==> src/rtl/seq_div_pkg.sv <==
// Shared types for the seq_div iterative divider: FSM state encoding.
package seq_div_pkg;

    localparam int STATE_W = 2;

    typedef enum logic [STATE_W-1:0] {
        IDLE,
        DIV,
        FIX,
        DONE
    } state_t;

endpackage

==> src/rtl/seq_div_addsub.sv <==
// Combinational add/subtract cell shared by the divide steps and the final remainder correction.
module seq_div_addsub #(
    parameter int N = 6
) (
    input  logic [N-1:0] a,
    input  logic [N-1:0] b,
    input  logic         sub,
    output logic [N-1:0] s
);

    assign s = sub ? (a - b) : (a + b);

endmodule

==> src/rtl/seq_div.sv <==
// Iterative non-restoring divider behind a start/done handshake.
// Define SEQ_DIV_SIGNED_EN for two's-complement operands (truncating division with overflow flag).
module seq_div
    import seq_div_pkg::*;
#(
    parameter int WIDTH = 5
) (
    input  logic             clk,
    input  logic             rst,
    input  logic             start,
    input  logic [WIDTH-1:0] dividend,
    input  logic [WIDTH-1:0] divisor,
    output logic             busy,
    output logic             done,
    output logic [WIDTH-1:0] quotient,
    output logic [WIDTH-1:0] remainder,
    output logic             dz,
    output logic             v
);

    localparam int CW = $clog2(WIDTH + 1);

    state_t           state;
    state_t           state_next;
    logic [CW-1:0]    count;
    logic [WIDTH:0]   p;
    logic [WIDTH:0]   d;
    logic [WIDTH-1:0] q;
    logic             dz_cap;
    logic [WIDTH:0]   as_a;
    logic [WIDTH:0]   as_s;
    logic             as_sub;
    logic [WIDTH-1:0] r_mag;

`ifdef SEQ_DIV_SIGNED_EN
    logic sign_q;
    logic sign_r;
    logic ovf;

    function automatic logic [WIDTH-1:0] mag(input logic [WIDTH-1:0] x);
        return x[WIDTH-1] ? -x : x;
    endfunction
`else
    function automatic logic [WIDTH-1:0] mag(input logic [WIDTH-1:0] x);
        return x;
    endfunction
`endif

    // DIV feeds the shifted remainder and picks subtract/add from the old sign; FIX only ever adds D back.
    assign as_a   = (state == FIX) ? p : {p[WIDTH-1:0], q[WIDTH-1]};
    assign as_sub = (state == DIV) && !p[WIDTH];
    assign r_mag  = p[WIDTH] ? as_s[WIDTH-1:0] : p[WIDTH-1:0];

    seq_div_addsub #(.N(WIDTH + 1)) u_addsub (
        .a   (as_a),
        .b   (d),
        .sub (as_sub),
        .s   (as_s)
    );

    always_ff @(posedge clk) begin
        if (rst) state <= IDLE;
        else     state <= state_next;
    end

    always_comb begin
        state_next = state;
        busy       = (state != IDLE);
        case (state)
            IDLE:    if (start) state_next = DIV;
            DIV:     if (count == CW'(WIDTH - 1)) state_next = FIX;
            FIX:     state_next = DONE;
            DONE:    state_next = IDLE;
            default: state_next = IDLE;
        endcase
    end

    always_ff @(posedge clk) begin
        if (rst) begin
            count     <= '0;
            p         <= '0;
            d         <= '0;
            q         <= '0;
            dz_cap    <= 1'b0;
            done      <= 1'b0;
            quotient  <= '0;
            remainder <= '0;
            dz        <= 1'b0;
`ifdef SEQ_DIV_SIGNED_EN
            sign_q    <= 1'b0;
            sign_r    <= 1'b0;
            ovf       <= 1'b0;
            v         <= 1'b0;
`endif
        end else begin
            done <= (state == DONE);
            case (state)
                IDLE: begin
                    if (start) begin
                        count  <= '0;
                        p      <= '0;
                        q      <= mag(dividend);
                        d      <= {1'b0, mag(divisor)};
                        dz_cap <= (divisor == '0);
`ifdef SEQ_DIV_SIGNED_EN
                        sign_q <= dividend[WIDTH-1] ^ divisor[WIDTH-1];
                        sign_r <= dividend[WIDTH-1];
                        ovf    <= (dividend == {1'b1, {(WIDTH-1){1'b0}}}) && (divisor == '1);
`endif
                    end
                end
                DIV: begin
                    p     <= as_s;
                    q     <= {q[WIDTH-2:0], ~as_s[WIDTH]};
                    count <= count + CW'(1);
                end
                FIX: begin
`ifdef SEQ_DIV_SIGNED_EN
                    q <= sign_q ? -q : q;
                    p <= {1'b0, (sign_r ? -r_mag : r_mag)};
`else
                    p <= {1'b0, r_mag};
`endif
                end
                DONE: begin
                    quotient  <= q;
                    remainder <= p[WIDTH-1:0];
                    dz        <= dz_cap;
`ifdef SEQ_DIV_SIGNED_EN
                    v         <= ovf;
`endif
                end
                default: ;
            endcase
        end
    end

`ifndef SEQ_DIV_SIGNED_EN
    assign v = 1'b0;
`endif

endmodule

==> config.mk <==
export PLATFORM = sky130hd
export DESIGN_NAME = seq_div
export DESIGN_NICKNAME = d
export VERILOG_FILES = /design/src/rtl/seq_div_pkg.sv /design/src/rtl/seq_div_addsub.sv /design/src/rtl/seq_div.sv
export SDC_FILE = /design/constraint.sdc
export NUM_CORES = 1
export LEC_CHECK = 0
export CAP_MARGIN = 20
export CORE_UTILIZATION = 57
export CTS_CLUSTER_SIZE = 12
export DETAILED_ROUTE_END_ITERATION = 8
export GPL_ROUTABILITY_DRIVEN = 0
export PLACE_DENSITY = 0.83
export SYNTH_ARGS = -nofsm -noshare
export SYNTH_HDL_FRONTEND = slang
export SYNTH_SLANG_ARGS = --single-unit
export TNS_END_PERCENT = 5
==> constraint.sdc <==
create_clock -name clk -period 6.23 [get_ports clk]
set_input_delay 1.246 -clock clk [delete_from_list [all_inputs] [get_ports clk]]
set_output_delay 1.246 -clock clk [all_outputs]
set_load 0.005 [all_outputs]
==> key figures <==
STA
  – Final number of hold-violating endpoints: 0
  – Max-slew violations: 0
  – Final setup fails: 0
  – Max Freq: 325.6 MHz
  – Slew HR: 0.4948
  – Final Hold Slack: between 0.5 and 0.6 ns
  – Worst Tran Pin Value: 0.7578 ns
  – TNS Setup: 0 ns
  – Clock Skews: 0.007886 ns
  – RSZ-0062 raised after global routing: false
  – Tmin final: 3.072 ns
  – Final period util: 0.4930

Clock network
  – Clock slew at reported path FFs: roughly 0.1 ns
  – Clock sinks: 34
  – Cts hold-fix bufs: 0
  – CTS tree: built
  – Resized Gates After CTS: 0
  – CTS Buf Count: 5
  – Clock Tree Buf Depth: 2
  – Clk_lat worst skew: 0.34 ns
  – H-tree Lvls: 2
  – Setup bufs post-CTS: 0
  – Root Buffer Master: clkbuf_4

Hold path
  – Hold WC Path Type: reg2reg

Logic synthesis
  – Asr flop ratio synth: 0
  – Compound-cell area share of the yosys netlist: 0.1305
  – Sequential-to-total area share from yosys stat: 0.3775
  – Post-Syn Instances: 203
  – Largest family of logic cells by synthesized area: simple AND/OR/NAND/NOR gates
  – Syn nets: roughly 230
  – Yosys reg bits: 34
  – Simple-Gate Fraction of Synth Area: 0.1707
  – Post-synth cell types: 38
  – Adder-Cell Fraction of Synth Area: 0.09438
  – Ys flop type: dfxtp_1
  – Mapped cell area: 1803 um2
  – Multiplexer share of the synthesized area: 0.1443
  – Post-synthesis area per instance: 8.882 um2
  – EDFF count, synth: 0
  – Yosys warns: 0
  – Synth Area in XOR/XNOR: 0.02915

Route
  – DRT iter0 DRCs: 48
  – Via count: 1471
  – DRT antenna net count: 0
  – Final WL: ~3.6 mm
  – DRC errors left: 0
  – DR vias/cell: 5.428
  – First-pass iteration count of the detailed router: 4
  – Wirelength per Cell: 13.28 um

Die
  – Die Area: 3392 um2
  – Boundary Pins: 27
  – Initial Utilization: 0.5955
  – Die H: 58.24 um
  – Core Area: 3028 um2
  – Die X: 58.24 um
  – Row count: 20

GRT
  – Gr ovfl total: 0
  – Initial antenna violation count: 0
  – Met3 usage in global routing: 0.06027
  – Global-route wire length before repair: 6.147 mm
  – Grt met1 use: 0.2696
  – Layer with the highest usage: met2
  – Largest net degree at the start of global routing: 36
  – Met2 Use GR: 0.4204
  – Number of global-route vias before repair: 1409
  – Gr usage total: 0.2423

Layout
  – ANT cells: 0
  – Reg area: 680.7 um2
  – Share of layout cells above drive strength 1: 0.07048
  – # fillers: between 200 and 300
  – Final Cell Area: 2155 um2
  – Multi-input logic area: 1030 um2
  – Non-Filler Instances: around 270
  – Nets: 252
  – Fin util: 0.7116
  – Area grow syn2layout: 19.50%

Power and ir drop
  – Leakage power: 0.0008361 uW
  – Power density over cell area: 416.7 nW/um2
  – VDD IR max: 255.5 uV

Flow run
  – MaxCap Viol Count: 0

Critical path
  – Worst path arrival time: 3.33 ns
  – Kind of critical path: reg2reg
  – Critical Path Fanout Max: 14
  – Crit path cell chain: inv_1 -> ha_1 -> nor2b_1 -> mux2_2 -> inv_1 -> ha_1 -> nor2b_1 -> o31a_1 -> o21ai_1 -> nand2b_1 -> xor2_1 -> a221oi_1
  – Crit end category: register
  – Critical Path Max Stage Delay: around 0.47 ns
  – Startpoint types: register
  – Worst endpoint required time: ~6.5 ns
  – CP max-delay cell: ha_1

Outcome
  – Outcome: complete, no violations

Placement
  – Cell Count Post-Placement: 262
  – Cell Area, Placed: 2064 um2
  – Dpl hpwl: about 2.7 mm
  – IO buf count: 25
cell usage after synthesis, types with 2 or more instances:
cell / instances / area, um2
xnor2_1: 5 / 43.79
a21oi_1: 10 / 50.05
o21ai_0: 4 / 20.02
nor3b_1: 2 / 15.01
a211oi_1: 5 / 37.54
o21ai_1: 2 / 10.01
nand3_1: 5 / 25.02
a22oi_1: 7 / 52.55
buf_1: 2 / 7.510
clkbuf_1: 5 / 18.77
dfxtp_1: 34 / 680.7
inv_1: 13 / 48.80
mux2i_1: 20 / 200.2
buf_2: 2 / 10.01
nor2b_1: 5 / 31.28
nand2b_1: 2 / 12.51
nand2_1: 9 / 33.78
nor2_1: 36 / 135.1
mux2_2: 4 / 45.04
ha_1: 12 / 150.1
nor3_1: 2 / 10.01
layer usage:
| metal | up-vias | wire length, um |
|---|---|---|
| met5 | - | 0 |
| met4 | 0 | 84 |
| met3 | 8 | 139 |
| met2 | 42 | 1842 |
| met1 | 683 | 1532 |
| li1 | 738 | - |
critical path: cells and delay by family (launching register included):
kind	cells	cell delay (ns)
and+or+nand+nor	3	0.59
AOI/OAI and AO/OA	3	0.66
DFF	1	0.35
buffers and inverters	2	0.15
muxes	1	0.41
xor gates and xnor gates	1	0.16
adders and majority gates	2	0.68
kinds of logic after synthesis:
logic type,after synthesis
muxes,25
AOI/OAI and AO/OA,35
and+or+nand+nor,66
other,1
adders and majority gates,13
xor gates and xnor gates,6
buffers and inverters,23
DFF,34
cell type report:
type | instances | area share
multi-input combinational | 146 | 0.4779
sequential | 34 | 0.3159
timing repair buffer | 26 | 0.1231
tap | 44 | 0.02555
inverter | 13 | 0.02265
clock buffer | 7 | 0.02091
clock inverter | 1 | 0.01394
cell usage in the layout (no fill, tap or decap), drive strengths merged, types with 3 or more instances in the layout:
master         count
mux2i             20
mux2               5
nor2b              5
ha                12
clkbuf             7
a21oi             10
dfxtp             34
a211oi             5
a22oi              7
nand3              5
xnor2              5
inv               13
nor3               3
nor2              36
clkdlybuf4s50     25
nand2             10
o21ai              6
stage by stage:
stage	power [uW]	worst slack, ns
2_1_floorplan	645.5	3.698
3_3_place_gp	717.6	3.253
3_5_place_dp	741.5	3.155
4_1_cts	902.5	3.129
5_1_grt	970.3	2.879
6_report	897.8	3.158
report_power, final:
part	switching, uW	total [uW]	internal [uW]
Clock	72.9	158	85.1
Sequential	33.7	286	253
Combinational	245	453	209
Total	351	898	546
sequential cells by signal (all words and copies together), names as in the netlist:
name       count
quotient       5
remainder      5
dz_cap         1
q              5
count          3
d              5
dz             1
state          2
done           1
p              6
final timing paths:
kind / startpoint / to / slack, ns / cells past startpoint
max: state[1] / q[0] / 3.16 / 12
min: d[4] / d[4] / 0.51 / 2
max reg2reg: state[1] / q[0] / 3.16 / 12
min reg2reg: d[4] / d[4] / 0.51 / 2
(Power assumes the default switching activity.)
